File: src/rtl/step_sequencer.sv
// Step sequencer: live note pass-through when idle, records key presses into a
// looping STEPS-entry pattern when running, clocked entirely from CLOCK_50.
module step_sequencer #(
    parameter int STEPS    = 16,
    parameter int TICK_DIV = 1562500
) (
    input  logic                     CLOCK_50,
    input  logic                     RESET,
    input  logic [3:0]               NOTE,
    input  logic [15:0]              VOLUME,
    input  logic [4:0]               BEAT_PRESCALER,
    input  logic                     SEQUENCER_ENABLE,
    input  logic                     NOTE_KEY_DOWN,
    output logic [3:0]               OUT_NOTE,
    output logic [15:0]              OUT_VOLUME,
    output logic                     NOTE_VALID,
    output logic [$clog2(STEPS)-1:0] STEP,
    output logic                     BEAT
);

    localparam int SW = $clog2(STEPS);
    localparam int TW = $clog2(TICK_DIV);
    localparam logic [TW-1:0] TICK_LAST = TW'(TICK_DIV - 1);

    localparam logic [0:0] IDLE = 1'b0;
    localparam logic [0:0] RUN  = 1'b1;

    logic [0:0]    state;
    logic          key_s1, key_s2, key_d;
    logic          en_s1, en_s2;
    logic [3:0]    note_s1, note_s2;
    logic [4:0]    presc_s1, presc_s2;
    logic [TW-1:0] tick_cnt;
    logic [4:0]    beat_cnt;
    logic [SW-1:0] step;
    logic [STEPS-1:0] mem_occ;
    logic [3:0]    mem_note [STEPS];

    logic          key_rise;
    logic          tick;
    logic          gate;
    logic [3:0]    next_note;

    always_comb begin
        key_rise  = key_s2 & ~key_d;
        tick      = (tick_cnt == TICK_LAST);
        gate      = key_s2;
        next_note = note_s2;
        if (state == RUN) begin
            // last tick of each step is silent unless every tick is a step
            gate      = mem_occ[step] && ((beat_cnt < presc_s2) || (presc_s2 == 5'd0));
            next_note = mem_note[step];
        end
    end

    always_ff @(posedge CLOCK_50) begin
        if (RESET) begin
            key_s1     <= 1'b0;
            key_s2     <= 1'b0;
            key_d      <= 1'b0;
            en_s1      <= 1'b0;
            en_s2      <= 1'b0;
            note_s1    <= '0;
            note_s2    <= '0;
            presc_s1   <= '0;
            presc_s2   <= '0;
            state      <= IDLE;
            tick_cnt   <= '0;
            beat_cnt   <= '0;
            step       <= '0;
            mem_occ    <= '0;
            for (int unsigned i = 0; i < STEPS; i++) mem_note[i] <= '0;
            OUT_NOTE   <= '0;
            OUT_VOLUME <= '0;
            NOTE_VALID <= 1'b0;
            BEAT       <= 1'b0;
        end else begin
            key_s1   <= NOTE_KEY_DOWN;
            key_s2   <= key_s1;
            key_d    <= key_s2;
            en_s1    <= SEQUENCER_ENABLE;
            en_s2    <= en_s1;
            note_s1  <= NOTE;
            note_s2  <= note_s1;
            presc_s1 <= BEAT_PRESCALER;
            presc_s2 <= presc_s1;

            OUT_NOTE   <= next_note;
            NOTE_VALID <= gate;
            OUT_VOLUME <= gate ? VOLUME : '0;
            BEAT       <= 1'b0;

            if (state == IDLE) begin
                if (en_s2) begin
                    state    <= RUN;
                    tick_cnt <= '0;
                    beat_cnt <= '0;
                    step     <= '0;
                end
            end else begin
                // recording uses the step index before any same-cycle advance
                if (key_rise) begin
                    mem_occ[step]  <= 1'b1;
                    mem_note[step] <= note_s2;
                end
                if (!en_s2) begin
                    state    <= IDLE;
                    tick_cnt <= '0;
                    beat_cnt <= '0;
                    step     <= '0;
                end else begin
                    tick_cnt <= tick ? '0 : tick_cnt + TW'(1);
                    if (tick) begin
                        if (beat_cnt >= presc_s2) begin
                            beat_cnt <= '0;
                            step     <= step + SW'(1);
                            BEAT     <= 1'b1;
                        end else begin
                            beat_cnt <= beat_cnt + 5'd1;
                        end
                    end
                end
            end
        end
    end

    assign STEP = step;

endmodule
File: config.mk
export PLATFORM = sky130hd
export DESIGN_NAME = step_sequencer
export DESIGN_NICKNAME = d
export VERILOG_FILES = /design/src/rtl/step_sequencer.sv
export SDC_FILE = /design/constraint.sdc
export NUM_CORES = 1
export LEC_CHECK = 0
export ABC_CLOCK_PERIOD_IN_PS = 5700
export CELL_PAD_IN_SITES_DETAIL_PLACEMENT = 1
export CELL_PAD_IN_SITES_GLOBAL_PLACEMENT = 1
export CORE_MARGIN = 10
export CORE_UTILIZATION = 50
export DETAILED_ROUTE_END_ITERATION = 7
export PLACE_DENSITY = 0.84
export SETUP_SLACK_MARGIN = 0.15
export SLEW_MARGIN = 20
export SYNTH_ARGS = -nofsm -noshare
export SYNTH_HDL_FRONTEND = slang
export SYNTH_SLANG_ARGS = --single-unit
File: constraint.sdc
create_clock -name CLOCK_50 -period 5.7 [get_ports CLOCK_50]
set_input_delay 0.57 -clock CLOCK_50 [delete_from_list [all_inputs] [get_ports CLOCK_50]]
set_output_delay 0.57 -clock CLOCK_50 [all_outputs]
set_load 0.03 [all_outputs]
# == Word-level counts from Yosys, hierarchy flattened ==
# Memories as Yosys holds them, arrays and structs flattened. A register that Yosys moved wholly into a read port is not among the register bits.
# Cells that the tools add are included.
# word_totals
regBits,92
ramBits,64
input_bits,29
mem_count,1
# classes
add_sub_neg,3
n_lt_le_gt_ge,4
n_eq_ne,3
muxes,33
n_bitwise,7
n_reduce_logical,11
# memory_table
memory,depth,width,read_ports,rd_clocked_by_memory_dff,wr,line_no,source
mem_note,16,4,1,1,16,37,logic [3:0] mem_note [STEPS];
# ops
op,n
$mux 21,4
$mux 4,10
$mux 5,5
$add 21x1->21 const B,1
$eq 21x21->1 const B,1
$or 16x16->16,1
$mux 1,12
$reduce_or 4->1,2
$ne 3x2->1 const B,2
$add 5x1->5 const B,1
$ge 5x5->1,1
$logic_not 5->1,1
$lt 4x5->1 const B,1
$lt 5x5->1,1
$not 1->1,5
$add 4x1->4 const B,1
$bmux 1 s4,1
$demux 1 s4,1
$ge 4x1->1 const B,1
$reduce_and 2->1,2
$reduce_and 3->1,1
$logic_and 1x1->1,2
$reduce_bool 2->1,1
$reduce_or 2->1,1
2 further kinds,2

# == Logic depth before layout (Yosys ltp) ==
# logic_depth
ltp_word,8
mapped_depth,8
depth_no_buf,7

# == Least setup slack after synthesis ==
# Ideal clock, no wire load.
# synth_path
path_kind,flip-flop to flip-flop
startpoint,register step[0] (netlist: STEP[0])
endpoint,register OUT_VOLUME[10]
arrival_time_ns,2.081
path_slack_ns,3.505
path_stages_with_launch,8
period_less_slack_ns,2.195
cell_sequence,dfxtp_1 > buf_2 > mux4_2 > mux2i_1 > mux2i_1 > a41oi_2 > buf_6 > nor2b_1
# synth_via
elab_chain_len,6
# synth_lines
element,line_no,source
"start, declared",35,logic [SW-1:0] step;
"start signal, assigned",116,step <= step + SW'(1);
$bmux 1 s4,51,gate = mem_occ[step] && ((beat_cnt < presc_s2) || (presc_s2 == 5'd0));
$mux 1 (not written as such),51,
$logic_and 1x1->1,51,
$mux 1,49,if (state == RUN) begin
$not 1->1 (no source line),n/a,
$reduce_or 2->1 (no source line),n/a,
"end signal, assigned",90,OUT_VOLUME <= gate ? VOLUME : '0;
"end, declared",15,"output logic [15:0] OUT_VOLUME,"
# No other way between the ends. The select of a mux whose other input is x is not followed.
# A chain may end at the register's enable or synchronous reset.

==> results.md <==
Run status:
- The run finished with clean final reports.

Floorplan:
- The total number of placement rows is 42.
- For this configuration, the core starts out at a cell density of 51.0%.
- The core region is 13200 um2.
- The die boundary width is 136 um.
- The overall die area is 18500 um2.
- The I/O pin total is 55.
- Measured along the y axis, the die boundary spans 136 um.

Route:
- Using the TritonRoute via totals, the vias-per-cell ratio works out to 5.72.
- The average detailed-routed wire length per instance is 20.0 um.
- Once detail routing completed, the nets flagged for antenna violations numbered 0.
- The detailed-route wire length is 16300 um.
- The number of DRC markers in iteration 0 is 359.
- For this run, design rule violations remaining after detail routing come to 0.
- The first detailed-routing pass took 4 iterations.
- Detailed routing inserted a total of 4670 vias.

Critical path:
- The data arrival time of the worst path is 3.08 ns.
- The type of the worst setup path is register to register.
- For the worst setup path, the data required time is 6.02 ns.
- STA classifies the critical path startpoint as a register.
- STA classifies the critical path endpoint as a register.
- The largest driver fanout on the critical path is 12.

Global routing:
- The global routing usage summed across all routing layers is 18.5%.
- The pin count of the biggest net entering global routing is 48.
- The total congestion overflow after global routing is 0.
- The first-pass GRT wire length is 26400 um.
- The number of antenna violations at the first check in global routing is 0.
- The via count of the first global-routing pass is 4984.

Run:
- The number of maximum-capacitance constraint violations is 0.

CTS:
- TritonCTS built the clock tree.
- The clock transition at the registers of the reported paths is 0.07 ns.
- The clock net sink count is 160.
- At the later pin of the worst-skew pair, clock insertion delay measures 0.43 ns.
- Once the clock tree was built, the setup fixing pass inserted 0 buffers.
- The total CTS buffers is 17.
- The count of hold buffers inserted by post-cts repair is 0.
- After clock tree synthesis, the repair step resized 0 gates.
- No sink is reached through more buffers than the 2 on the longest clock path.
- The root buffer selected by CTS is sky130_fd_sc_hd__clkbuf_16.
- The H-tree was split into 4 levels.

Power:
- The peak ir drop on the vdd network is 0.000194 V.
- The static leakage is 2.92 nW.
- In this run the power density over the cells is 316 nW/um2.
- Overall power consumption after layout is estimated at 2.54 mW.

Layout:
- The final-stage net count is 667.
- The area growth from synthesis to layout is 19.2%.
- The post-route netlist has 10.0% of its cells at a drive strength greater than 1.
- 0 antenna diodes ended up in the layout.

Logic synthesis:
- The synthesized design spends more area on one cell type than any other, namely sky130_fd_sc_hd__dfxtp_1.
- The netlist uses 48 different library cells.
- After synthesis, flip-flops and latches occupy 57.1% of the total area.
- Sorting the synthesized cells by area gives the leading types as sky130_fd_sc_hd__dfxtp_1, sky130_fd_sc_hd__edfxtp_1, sky130_fd_sc_hd__mux4_2.
- Synthesis inferred 160 register bits.
- Of all flip-flops after synthesis, the portion carrying an async set or reset was 0%.
- Yosys printed 0 warnings.
- The top-area cell type share of the netlist area is 28.6%.
- After technology mapping, the gate count stands at 579.
- The most common cell in the synthesized netlist is sky130_fd_sc_hd__dfxtp_1.
- The count of flip-flops with a built-in enable after synthesis is 64.
- Ranked by instance count, the synthesized netlist is headed by sky130_fd_sc_hd__dfxtp_1, sky130_fd_sc_hd__and2_1, sky130_fd_sc_hd__edfxtp_1, sky130_fd_sc_hd__nor2b_1, sky130_fd_sc_hd__nand2_1.
- After synthesis the cells add up to 6730 um2.
- The most common flop cell mapped by yosys is sky130_fd_sc_hd__dfxtp_1.
- A synthesized cell averages 11.6 um2.
- When the netlist entered floorplanning its net count stood at 619.

Worst hold path:
- The worst hold path belongs to the class register to register.

STA:
- For the pin with the worst max-slew slack, the measured transition is 0.980 ns.
- The period utilization is 48.4%.
- Setup violations remaining at the end of the flow were counted as 0.
- The final setup TNS is 0 ns.
- The number of failing hold endpoints at the final stage is 0.
- The worst-case headroom to the max-slew limit is 34.6%.
- The final-report max-slew violation count is 0.
- For the final database, setup skew stands at 0.00888 ns.
- Setup repair after global routing left no endpoint under its margin.
- The routed design could run at a clock period as short as 2.76 ns.
- Derived from the worst setup path, the maximum achievable clock frequency is 362 MHz.

Place:
- Summed over all nets, the half-perimeter wirelength after detailed placement is 11400 um.
- The number of input and output port buffers inserted is 54.
- The congestion estimate from routability-driven global placement came to 0.801.
-- final timing paths --
check,start,end,slack (ns),depth (start not counted)
max,tick_cnt[0]$_SDFFE_PP0N_,register,2.94,6
min reg2reg,note_s1[3]$_SDFF_PP0_,note_s2[3]$_SDFF_PP0_,0.44,1
min,note_s1[3]$_SDFF_PP0_,note_s2[3]$_SDFF_PP0_,0.44,1
max reg2reg,tick_cnt[0]$_SDFFE_PP0N_,register,2.94,6
-- power breakdown --
part / internal [mW] / switching, mW / leakage [nW] / total [mW]
clock network: 0.767 / 0.442 / 0.300 / 1.21
registers: 1.22 / 0.0173 / 1.40 / 1.24
logic: 0.0437 / 0.0477 / 1.22 / 0.0914
total: 2.03 / 0.507 / 2.92 / 2.54
-- cell usage in the layout (no fill, tap or decap), types with 4 or more instances in the layout --
master                            count
sky130_fd_sc_hd__a221oi_1             4
sky130_fd_sc_hd__mux4_2              20
sky130_fd_sc_hd__o22ai_1              5
sky130_fd_sc_hd__a21oi_1             23
sky130_fd_sc_hd__inv_1               18
sky130_fd_sc_hd__a22o_1               7
sky130_fd_sc_hd__clkinv_1             4
sky130_fd_sc_hd__a31oi_1             15
sky130_fd_sc_hd__nand3_1             15
sky130_fd_sc_hd__bufinv_16            5
sky130_fd_sc_hd__nand2_1             27
sky130_fd_sc_hd__clkbuf_16           17
sky130_fd_sc_hd__o21ai_0             18
sky130_fd_sc_hd__and2_1              68
sky130_fd_sc_hd__edfxtp_1            64
sky130_fd_sc_hd__a21o_1              16
sky130_fd_sc_hd__clkdlybuf4s50_1     53
sky130_fd_sc_hd__mux2i_1              6
sky130_fd_sc_hd__nor2b_1             43
sky130_fd_sc_hd__dfxtp_1             95
sky130_fd_sc_hd__nand4_1              4
sky130_fd_sc_hd__ha_1                11
sky130_fd_sc_hd__nand2b_1            11
sky130_fd_sc_hd__nor3_1               6
sky130_fd_sc_hd__nor2_1              25
sky130_fd_sc_hd__or2_2                6
-- worst max-delay path, stage by stage, from the launching register on --
cell                       delay [ns]
sky130_fd_sc_hd__dfxtp_1         0.39
sky130_fd_sc_hd__ha_1            0.26
sky130_fd_sc_hd__nor4bb_1        0.35
sky130_fd_sc_hd__and3_1          0.33
sky130_fd_sc_hd__a31oi_1         0.37
sky130_fd_sc_hd__or4_1           0.64
sky130_fd_sc_hd__a21boi_1        0.31
-- state kept, by name, summed over array words and instances (netlist names), 4 cells and up, named ones only --
signal      flops
note_s2         4
presc_s2        5
beat_cnt        5
mem_note       64
tick_cnt       21
STEP            4
mem_occ        16
OUT_NOTE        4
presc_s1        5
note_s1         4
OUT_VOLUME     16
-- per-layer routing --
metal  global-route usage, %  up-vias  wire [um]
met5                       0        -          0
met4                    8.40        0        427
li1                        -     2187          -
met1                    20.4     2335       6550
met2                    32.9      117       8660
met3                    4.39       31        701
-- through the flow --
stage	hold WS (ns)	cell area [um2]	setup WS (ns)	std cells	utilization (%)
2_1_floorplan	0.414	6730	3.51	579	-
3_3_place_gp	0.417	7380	2.69	784	56.0
3_5_place_dp	0.429	7380	2.57	784	56.0
4_1_cts	0.443	8010	3.00	816	60.7
5_1_grt	0.460	8020	2.77	816	60.8
6_report	0.440	8020	2.94	816	60.8
-- logic make-up after synthesis --
group           after synthesis  share of synthesized area, %
mux                          26                          7.59
compound gates              104                          10.2
xor+xnor                      4                         0.521
flops                       160                          57.1
simple gates                230                          19.9
buf+inv                      44                          2.70
fa+ha+maj                    11                          2.05
-- layout make-up --
| cell class | instances | area (um2) |
|---|---|---|
| multi-input cells | 375 | 2720 |
| well taps | 176 | 220 |
| clock inverters | 14 | 195 |
| inverters | 18 | 67.6 |
| repair buffers | 55 | 543 |
| flip-flops and latches | 160 | 3840 |
| clock buffers | 18 | 429 |
| fillers | 1337 | 5170 |
No activity file was read; power rests on OpenSTA's default activity.
